## src/rtl/mem_arbiter_pkg.sv

```systemverilog
// Shared types and helpers for the byte-serial RAM/IO port arbiter.
// Holds state/owner encodings, IO region decode and byte-lane helpers.
package mem_arbiter_pkg;

    localparam int         ADDR_W      = 32;
    localparam int         IO_BASE_BIT = 17;
    localparam logic [1:0] IO_REGION   = 2'b11;

    localparam logic [2:0] LEN_B = 3'd1;
    localparam logic [2:0] LEN_H = 3'd2;
    localparam logic [2:0] LEN_W = 3'd4;

    typedef enum logic [1:0] {
        ST_IDLE  = 2'd0,
        ST_READ  = 2'd1,
        ST_WRITE = 2'd2,
        ST_DONE  = 2'd3
    } state_t;

    typedef enum logic {
        OWN_IC = 1'b0,
        OWN_LS = 1'b1
    } owner_t;

    // Odd request lengths collapse to a full word.
    function automatic logic [2:0] len_bytes(input logic [2:0] len);
        case (len)
            LEN_B:   return LEN_B;
            LEN_H:   return LEN_H;
            default: return LEN_W;
        endcase
    endfunction

    function automatic logic is_io(input logic [ADDR_W-1:0] a);
        return a[IO_BASE_BIT -: 2] == IO_REGION;
    endfunction

    function automatic logic [7:0] get_byte(input logic [31:0] w, input logic [1:0] idx);
        return w[{idx, 3'b000} +: 8];
    endfunction

    function automatic logic [31:0] put_byte(input logic [31:0] w, input logic [1:0] idx,
                                             input logic [7:0] b);
        logic [31:0] r;
        r = w;
        r[{idx, 3'b000} +: 8] = b;
        return r;
    endfunction

endpackage

```

## src/rtl/mem_arbiter_if.sv

```systemverilog
// Request/response bundle between ICache, LSB, the arbiter and the RAM/IO bus.
// slave = arbiter side, master = the clients and memory around it.
interface mem_arbiter_if;
    import mem_arbiter_pkg::*;

    logic              ic_req;
    logic [ADDR_W-1:0] ic_addr;
    logic              ic_done;
    logic [31:0]       ic_data;

    logic              ls_req;
    logic              ls_wr;
    logic [2:0]        ls_len;
    logic [ADDR_W-1:0] ls_addr;
    logic [31:0]       ls_wdata;
    logic              ls_done;
    logic [31:0]       ls_rdata;

    logic [7:0]        mem_din;
    logic [7:0]        mem_dout;
    logic [ADDR_W-1:0] mem_a;
    logic              mem_wr;
    logic              io_buffer_full;

    modport slave (
        input  ic_req, ic_addr, ls_req, ls_wr, ls_len, ls_addr, ls_wdata,
               mem_din, io_buffer_full,
        output ic_done, ic_data, ls_done, ls_rdata, mem_dout, mem_a, mem_wr
    );

    modport master (
        output ic_req, ic_addr, ls_req, ls_wr, ls_len, ls_addr, ls_wdata,
               mem_din, io_buffer_full,
        input  ic_done, ic_data, ls_done, ls_rdata, mem_dout, mem_a, mem_wr
    );

endinterface

```

## src/rtl/mem_arbiter.sv

```systemverilog
// Shares the byte-wide RAM/IO port between ICache fetches and LSB loads/stores,
// serialising each request into per-byte cycles and reassembling read words.
module mem_arbiter
    import mem_arbiter_pkg::*;
(
    input  logic         clk,
    input  logic         rst,
    input  logic         rdy,
    input  logic         clear,
    mem_arbiter_if.slave bus
);

    state_t            state_r;
    state_t            state_n_s;
    owner_t            owner_r;
    owner_t            last_grant_r;
    owner_t            winner_s;
    logic              grant_s;
    logic              stall_s;
    logic              rd_last_s;
    logic              wr_last_s;
    logic              done_s;
    logic              wr_r;
    logic [2:0]        cnt_r;
    logic [2:0]        cnt_inc_s;
    logic [2:0]        nbytes_r;
    logic [ADDR_W-1:0] addr_r;
    logic [ADDR_W-1:0] addr_next_s;
    logic [ADDR_W-1:0] mem_a_r;
    logic [7:0]        mem_dout_r;
    logic [31:0]       wdata_r;
    logic [31:0]       buf_r;
    logic [31:0]       buf_merged_s;
    logic [31:0]       ic_data_r;
    logic [31:0]       ls_rdata_r;

    // Byte-lane helpers: next byte address and the incoming byte merged into the word
    always_comb begin
        cnt_inc_s    = cnt_r + 3'd1;
        addr_next_s  = addr_r + {{(ADDR_W-3){1'b0}}, cnt_inc_s};
        buf_merged_s = put_byte(buf_r, cnt_r[1:0] - 2'd1, bus.mem_din);
        stall_s      = is_io(addr_r) && bus.io_buffer_full;
        rd_last_s    = (cnt_r == nbytes_r);
        wr_last_s    = (cnt_inc_s == nbytes_r);
    end

    // Round-robin pick; a flush vetoes any speculative read from being granted
    always_comb begin
        winner_s = OWN_IC;
        grant_s  = 1'b0;
        if (bus.ic_req && bus.ls_req) begin
            winner_s = (last_grant_r == OWN_IC) ? OWN_LS : OWN_IC;
        end else if (bus.ls_req) begin
            winner_s = OWN_LS;
        end else begin
            winner_s = OWN_IC;
        end
        if ((bus.ic_req || bus.ls_req) &&
            !(clear && ((winner_s == OWN_IC) || !bus.ls_wr))) begin
            grant_s = 1'b1;
        end else begin
            grant_s = 1'b0;
        end
    end

    // Next-state logic
    always_comb begin
        state_n_s = state_r;
        case (state_r)
            ST_IDLE: begin
                if (grant_s) begin
                    state_n_s = (winner_s == OWN_LS && bus.ls_wr) ? ST_WRITE : ST_READ;
                end else begin
                    state_n_s = ST_IDLE;
                end
            end
            ST_READ: begin
                if (clear) begin
                    state_n_s = ST_IDLE;
                end else if (rd_last_s) begin
                    state_n_s = ST_DONE;
                end else begin
                    state_n_s = ST_READ;
                end
            end
            ST_WRITE: begin
                if (!stall_s && wr_last_s) begin
                    state_n_s = ST_DONE;
                end else begin
                    state_n_s = ST_WRITE;
                end
            end
            ST_DONE: state_n_s = ST_IDLE;
            default: state_n_s = ST_IDLE;
        endcase
    end

    // State register
    always_ff @(posedge clk) begin
        if (rst) begin
            state_r <= ST_IDLE;
        end else if (rdy) begin
            state_r <= state_n_s;
        end
    end

    // Request latch, byte counter, bus address/data and read assembly
    always_ff @(posedge clk) begin
        if (rst) begin
            owner_r      <= OWN_IC;
            last_grant_r <= OWN_IC;
            wr_r         <= 1'b0;
            cnt_r        <= 3'd0;
            nbytes_r     <= 3'd0;
            addr_r       <= '0;
            mem_a_r      <= '0;
            mem_dout_r   <= 8'd0;
            wdata_r      <= 32'd0;
            buf_r        <= 32'd0;
            ic_data_r    <= 32'd0;
            ls_rdata_r   <= 32'd0;
        end else if (rdy) begin
            case (state_r)
                ST_IDLE: begin
                    if (grant_s) begin
                        owner_r      <= winner_s;
                        last_grant_r <= winner_s;
                        cnt_r        <= 3'd0;
                        buf_r        <= 32'd0;
                        if (winner_s == OWN_IC) begin
                            addr_r   <= bus.ic_addr;
                            mem_a_r  <= bus.ic_addr;
                            nbytes_r <= LEN_W;
                            wr_r     <= 1'b0;
                        end else begin
                            addr_r   <= bus.ls_addr;
                            mem_a_r  <= bus.ls_addr;
                            nbytes_r <= len_bytes(bus.ls_len);
                            wr_r     <= bus.ls_wr;
                            wdata_r  <= bus.ls_wdata;
                            if (bus.ls_wr) begin
                                mem_dout_r <= bus.ls_wdata[7:0];
                            end
                        end
                    end
                end
                ST_READ: begin
                    if (!clear) begin
                        // cnt leads the returning byte by one cycle of RAM latency
                        if (cnt_r != 3'd0) begin
                            buf_r <= buf_merged_s;
                        end
                        if (rd_last_s) begin
                            if (owner_r == OWN_IC) begin
                                ic_data_r <= buf_merged_s;
                            end else begin
                                ls_rdata_r <= buf_merged_s;
                            end
                        end else begin
                            cnt_r <= cnt_inc_s;
                            if (!(cnt_inc_s == nbytes_r)) begin
                                mem_a_r <= addr_next_s;
                            end
                        end
                    end
                end
                ST_WRITE: begin
                    if (!stall_s && !wr_last_s) begin
                        cnt_r      <= cnt_inc_s;
                        mem_a_r    <= addr_next_s;
                        mem_dout_r <= get_byte(wdata_r, cnt_inc_s[1:0]);
                    end
                end
                ST_DONE: begin
                    cnt_r <= 3'd0;
                end
                default: begin
                    cnt_r <= 3'd0;
                end
            endcase
        end
    end

    // Write strobe and done pulses; a flush in the final read cycle swallows the pulse
    always_comb begin
        bus.mem_wr  = 1'b0;
        bus.ic_done = 1'b0;
        bus.ls_done = 1'b0;
        done_s      = (state_r == ST_DONE) && rdy;
        if ((state_r == ST_WRITE) && rdy && !stall_s) begin
            bus.mem_wr = 1'b1;
        end else begin
            bus.mem_wr = 1'b0;
        end
        bus.ic_done = done_s && (owner_r == OWN_IC) && !clear;
        bus.ls_done = done_s && (owner_r == OWN_LS) && (wr_r || !clear);
    end

    assign bus.mem_a    = mem_a_r;
    assign bus.mem_dout = mem_dout_r;
    assign bus.ic_data  = ic_data_r;
    assign bus.ls_rdata = ls_rdata_r;

endmodule

```

## src/flat_wrapper.sv

```systemverilog
// flat-port wrapper written by rule: the top's interface ports become plain ports
module mem_arbiter_flat import mem_arbiter_pkg::*;
  (clk, rst, rdy, clear, bus_ic_req, bus_ic_addr, bus_ls_req, bus_ls_wr, bus_ls_len, bus_ls_addr, bus_ls_wdata, bus_mem_din, bus_io_buffer_full, bus_ic_done, bus_ic_data, bus_ls_done, bus_ls_rdata, bus_mem_dout, bus_mem_a, bus_mem_wr);
  mem_arbiter_if bus_i ();
  input  logic clk;
  input  logic rst;
  input  logic rdy;
  input  logic clear;
  input wire logic [$bits(bus_i.ic_req)-1:0] bus_ic_req;
  input wire logic [$bits(bus_i.ic_addr)-1:0] bus_ic_addr;
  input wire logic [$bits(bus_i.ls_req)-1:0] bus_ls_req;
  input wire logic [$bits(bus_i.ls_wr)-1:0] bus_ls_wr;
  input wire logic [$bits(bus_i.ls_len)-1:0] bus_ls_len;
  input wire logic [$bits(bus_i.ls_addr)-1:0] bus_ls_addr;
  input wire logic [$bits(bus_i.ls_wdata)-1:0] bus_ls_wdata;
  input wire logic [$bits(bus_i.mem_din)-1:0] bus_mem_din;
  input wire logic [$bits(bus_i.io_buffer_full)-1:0] bus_io_buffer_full;
  output wire logic [$bits(bus_i.ic_done)-1:0] bus_ic_done;
  output wire logic [$bits(bus_i.ic_data)-1:0] bus_ic_data;
  output wire logic [$bits(bus_i.ls_done)-1:0] bus_ls_done;
  output wire logic [$bits(bus_i.ls_rdata)-1:0] bus_ls_rdata;
  output wire logic [$bits(bus_i.mem_dout)-1:0] bus_mem_dout;
  output wire logic [$bits(bus_i.mem_a)-1:0] bus_mem_a;
  output wire logic [$bits(bus_i.mem_wr)-1:0] bus_mem_wr;
  assign bus_i.ic_req = bus_ic_req;
  assign bus_i.ic_addr = bus_ic_addr;
  assign bus_i.ls_req = bus_ls_req;
  assign bus_i.ls_wr = bus_ls_wr;
  assign bus_i.ls_len = bus_ls_len;
  assign bus_i.ls_addr = bus_ls_addr;
  assign bus_i.ls_wdata = bus_ls_wdata;
  assign bus_i.mem_din = bus_mem_din;
  assign bus_i.io_buffer_full = bus_io_buffer_full;
  assign bus_ic_done = bus_i.ic_done;
  assign bus_ic_data = bus_i.ic_data;
  assign bus_ls_done = bus_i.ls_done;
  assign bus_ls_rdata = bus_i.ls_rdata;
  assign bus_mem_dout = bus_i.mem_dout;
  assign bus_mem_a = bus_i.mem_a;
  assign bus_mem_wr = bus_i.mem_wr;
  mem_arbiter u_core (.clk(clk), .rst(rst), .rdy(rdy), .clear(clear), .bus(bus_i));
endmodule
```

## config.mk

```make
export PLATFORM = sky130hd
export DESIGN_NAME = mem_arbiter_flat
export DESIGN_NICKNAME = d
export VERILOG_FILES = /design/src/rtl/mem_arbiter_pkg.sv /design/src/rtl/mem_arbiter_if.sv /design/src/rtl/mem_arbiter.sv /design/src/flat_wrapper.sv
export SDC_FILE = /design/constraint.sdc
export NUM_CORES = 1
export LEC_CHECK = 0
export CAP_MARGIN = 40
export CORE_MARGIN = 1
export CORE_UTILIZATION = 50
export CTS_BUF_LIST = sky130_fd_sc_hd__clkbuf_8 sky130_fd_sc_hd__clkbuf_16
export CTS_CLUSTER_SIZE = 14
export DETAILED_ROUTE_END_ITERATION = 12
export GPL_TIMING_DRIVEN = 0
export PLACE_DENSITY_LB_ADDON = 0.12
export SLEW_MARGIN = 20
export SYNTH_ARGS = -nofsm -noshare
export SYNTH_HDL_FRONTEND = slang
export SYNTH_SLANG_ARGS = --single-unit
```

## constraint.sdc

```tcl
create_clock -name clk -period 5.8 [get_ports clk]
set_input_delay 0.58 -clock clk [delete_from_list [all_inputs] [get_ports clk]]
set_output_delay 0.58 -clock clk [all_outputs]
set_load 0.02 [all_outputs]
```

### Word-level counts from Yosys, hierarchy flattened

Index checks and enable logic that the tools add are counted.

| storage, ports and cells | value |
|---|---|
| output and inout port bits | 107 |
| bits in registers | 210 |
| logic and storage cells | 109 |
| bits of input ports | 115 |

| cells by class | value |
|---|---|
| reduce and logical (&&, ||, !) cells | 35 |
| bitwise logic cells | 3 |
| multiplexer cells | 36 |
| shift-type cells | 3 |
| $add $sub $neg | 4 |
| eq/ne operators | 16 |

Operator list:

| cell | count |
|---|---|
| $mux 32 | 9 |
| $pmux 32 s3 | 1 |
| $pmux 32 s2 | 1 |
| $add 32x3->32 | 1 |
| $bwmux 32 | 1 |
| $mux 8 | 4 |
| $shift 8x7->32 const A | 1 |
| $shiftx 32x6->8 | 1 |
| $shiftx 8x7->32 | 1 |
| $reduce_and 5->1 | 4 |
| $pmux 8 s2 | 1 |
| $mux 3 | 5 |
| $logic_and 1x1->1 | 14 |
| $pmux 3 s4 | 1 |
| $mux 2 | 4 |
| $ne 2x1->1 const B | 4 |
| $ne 2x2->1 const B | 4 |
| $pmux 2 s4 | 1 |
| $mux 1 | 7 |
| $neg 5->7 | 1 |
| $reduce_and 7->1 | 1 |
| $eq 2x2->1 const B | 3 |
| $eq 3x3->1 | 2 |
| $pmux 3 s2 | 1 |
| other kinds (14) | 24 |

### Longest topological paths before layout

| depth | value |
|---|---|
| depth after elaboration | 10 |
| depth in mapped cells | 10 |
| mapped depth without buffers | 9 |

### Least setup slack after synthesis

No wires, ideal clock.

| timing | value |
|---|---|
| kind | reg-to-reg |
| from | register u_core.cnt_r[0] |
| to | register u_core.mem_a_r[24] (netlist: u_core.bus.mem_a[24]) |
| stages on the path, launching flop included | 11 |
| period minus slack after synthesis | 2,774 ps |
| required time | 5,675 ps |
| path slack | 3,026 ps |
| data arrival time | 2,649 ps |
| path buffers | 1 |
| setup time | 125 ps |
| cells stage by stage | dfxtp_1 -> inv_1 -> ha_1 -> inv_1 -> fa_1 -> nor2b_1 -> o211ai_1 -> clkbuf_1 -> o31a_1 -> o31ai_1 -> mux2i_1 |

| between the ends | value |
|---|---|
| longest elaborated chain between the ends | 6 |
| elaborated cells between the ends (all ways) | 15 |
| those cells by class | 2 x add/sub; 5 x eq/ne; 5 x mux; 3 x reduce/logical |

Ends and longest elaborated chain:

| item | RTL line | text |
|---|---|---|
| start, declared | mem_arbiter.sv:24 | `logic [2:0] cnt_r;` |
| start signal, assigned | mem_arbiter.sv:160 | `cnt_r <= cnt_inc_s;` |
| start signal, assigned | mem_arbiter.sv:169 | `cnt_r <= cnt_inc_s;` |
| $add 3x1->3 | mem_arbiter.sv:39 | `cnt_inc_s = cnt_r + 3'd1;` |
| $add 32x3->32 or $eq 3x3->1 (tied branches) | mem_arbiter.sv:40, mem_arbiter.sv:44, mem_arbiter.sv:161 |  |
| $mux 32 or $logic_not 1->1 (tied branches) | n/a |  |
| $mux 32 or $logic_and 1x1->1 (tied branches) | mem_arbiter.sv:153, mem_arbiter.sv:168 |  |
| $mux 32 or $ne 2x1->1 (tied branches) | n/a |  |
| $pmux 32 s3 or $reduce_and 7->1 (tied branches) | n/a |  |
| end signal, assigned | mem_arbiter.sv:132 | `mem_a_r <= bus.ic_addr;` |
| end signal, assigned | mem_arbiter.sv:162 | `mem_a_r <= addr_next_s;` |
| end signal, assigned | mem_arbiter.sv:170 | `mem_a_r <= addr_next_s;` |
| end, declared | mem_arbiter.sv:29 | `logic [ADDR_W-1:0] mem_a_r;` |

Several ways; a longest one is shown, not always the timed one. The select of a mux whose other input is x is not followed.
A chain may end at the register's enable or synchronous reset.

### Final worst setup path

| timing | value |
|---|---|
| from | register u_core.cnt_r[0] |
| to | register u_core.mem_a_r[26] (netlist: u_core.bus.mem_a[26]) |

The elaborated chain is that of the path after synthesis.

==> flow_metrics.tcl <==
set metrics [dict create \
    status "finished clean" \
    drt_iter0_markers 828 \
    setup.worst_path.class "register to register" \
    synthToLayoutAreaGrowth_pct 32.7 \
    top_usage_layer "met2" \
    routedWlPerCell_um 19.0 \
    numCtsBuffers 23 \
    antenna_found_initial 0 \
    hold_violations 0 \
    ctsHoldBuffers 0 \
    synth_top_area_share_pct 41.8 \
    synthTopCellsByArea "dfxtp_1 (42%), mux2i_1 (8.7%), a211oi_1 (8.0%)" \
    yosys.area_share.simple_pct 17.4 \
    drc 0 \
    synth-edff-count 0 \
    start_kind "register" \
    postSynthAreaPerCell_um2 8.99 \
    p_leak_nw 4.70 \
    yosysWarnings 0 \
    multiInputGateArea_mm2 0.00539 \
    synth_top_family_by_area "compound AO/OA/AOI/OAI gates" \
    drt-total-wl_um 31100 \
    postPlaceCellArea_mm2 0.0126 \
    vias 9561 \
    clockBufferDepth 3 \
    rows 51 \
    clock_latency_ps 500 \
    min_period_ps 3580 \
    rsz0062_at_grt "no" \
    hold_slack_ps 446 \
    synth_fp_nets 1248 \
    synth_top_cell_by_area "dfxtp_1" \
    htree_num_levels 1 \
    fp.dieArea_mm2 0.0207 \
    met3_usage_pct 4.90 \
    cts_resized 0 \
    synthAdderAreaFrac_pct 1.94 \
    dp_cells 1603 \
    overflow 0 \
    diodes 0 \
    synth_xor_area_share_pct 1.73 \
    grt_pass1_wl_um 48300 \
    final_layout_size_suffix_gt1_share_pct 7.04 \
    initial_core_util_pct 51.3 \
    fill_cells 1673 \
    vdd_drop_max_v 0.000190 \
    grt_use_total_pct 30.3 \
    ys_types 75 \
    synth-compound-area-share_pct 21.6 \
    synth_async_sr_flop_share_pct 0 \
    gp_congestion 0.949 \
    worstPathMaxFanout 10 \
    ys.flop_type "dfxtp_1" \
    grt_pass1_vias 8812 \
    ios 222 \
    synth-seq-cells 210 \
    via_per_inst 5.82 \
    syn_inst 1118 \
    period_share_pct 61.7 \
    required_ps 6180 \
    maxSlewHeadroom_pct 42.9 \
    hp-class "register to register" \
    gr-usage-met2_pct 47.8 \
    slew_violations 0 \
    nNetsFinal 1493 \
    powerDensity_mw_per_mm2 273 \
    chipWidth_um 144 \
    grt_start_max_net_pins 14 \
    postCtsSetupRepairBufs 0 \
    synth.area.mux_share_pct 10.9 \
    synthesis.area_mm2 0.0101 \
    yosysMostFrequentCell "dfxtp_1" \
    stdcell_area_mm2 0.0133 \
    dieHeight_um 144 \
    ant_nets 0 \
    ys_seq_area_share_pct 41.8 \
    finalSetupViolCount 0 \
    tightest_slew_ps 854 \
    cts_tree "built" \
    core-area_mm2 0.0196 \
    dr.pass1.iters 6 \
    synthTopCellsByCount "dfxtp_1 (210), nor2_1 (148), a211oi_1 (107)" \
    path_clk_slew_ps 60 \
    setup_tns_ps 0 \
    p_total_w 0.00364 \
    port_buffers 219 \
    numClockSinks 210 \
    cts_root_buffer "clkbuf_16" \
    seq_area_mm2 0.00420 \
    use_met1_pct 42.5 \
    cp_data_arrival_time_ps 3960 \
    max_freq_mhz 279 \
    cap_viol_max_count 0 \
    end_kind "register" \
    layoutNonFillerInstCount 1642 \
    clock-skew-final_ps 8.42 \
    dp_hpwl_um 23000 \
]
logic make-up after synthesis:
group / Yosys count
XOR/XNOR: 18
buffers and inverters: 106
AND/OR/NAND/NOR: 356
adder cells (fa/ha/maj): 15
multiplexers: 99
AO/OA/AOI/OAI: 314
flip-flops: 210
placed cells by master (no fill, tap or decap), drive strengths merged, types with 15 or more instances in the layout:
cell type and instances:
a211oi 109, a21oi 88, buf 36, clkbuf 86, clkdlybuf4s50 219, dfxtp 210
inv 16, mux2i 87, nand2 69, nand3 15, nand3b 32, nor2 149
nor2b 29, o21ai 26, o31ai 16
sequential cells by signal, summed over array words and instances (netlist names):
name	flops
u_core.addr_r	32
u_core.buf_r	32
u_core.bus.ic_data	32
u_core.bus.ls_rdata	32
u_core.bus.mem_a	32
u_core.wdata_r	32
u_core.bus.mem_dout	8
u_core.cnt_r	3
u_core.nbytes_r	3
u_core.state_r	2
u_core.owner_r	1
u_core.wr_r	1
path summary, 6_finish.rpt:
check | start | to | slack (ps) | cells after the start
min | u_core.buf_r[20] | u_core.buf_r[20] | 450 | 2
max reg2reg | u_core.cnt_r[0] | u_core.bus.mem_a[26] | 2220 | 10
max | u_core.cnt_r[0] | u_core.bus.mem_a[26] | 2220 | 10
min reg2reg | u_core.buf_r[20] | u_core.buf_r[20] | 450 | 2
power breakdown:
group	internal, W	leakage (nW)	total (W)	switching, W
clock network	0.000883	0.387	0.00146	0.000582
logic	0.000269	2.61	0.000620	0.000350
registers	0.00151	1.70	0.00156	0.0000525
total	0.00266	4.70	0.00364	0.000985
area by class of cell:
cell class	instances	area share (%)
Multi-Input combinational cell	802	40.4
Sequential cell	210	31.5
Timing Repair Buffer	220	16.5
Clock buffer	29	4.93
Buffer	92	3.08
Tap cell	265	2.48
Clock inverter	10	0.741
Inverter	14	0.394
per-layer routing:
metal	routed length, um	share of wire, %
met1	13700	44
met2	13900	45
met3	2710	8.7
met4	814	2.6
met5	0	0
critical path, cell delays in order (launching register included):
cell and delay [ps]:
dfxtp_1 550, inv_1 190, ha_1 460, inv_1 130
fa_1 440, nor2b_1 380, o211ai_1 260, clkbuf_1 330
o31a_1 370, o31ai_1 240, mux2i_1 110
stage by stage:
| stage | util (%) | worst slack (ps) |
|---|---|---|
| floorplan | - | 3030 |
| finish | 68.1 | 2220 |
| global route | 68.1 | 2040 |
| detailed placement | 64.3 | 2330 |
| global placement | 64.2 | 2360 |
| CTS | 68.1 | 2260 |
Note: power is estimated with default switching activity, not from simulation.
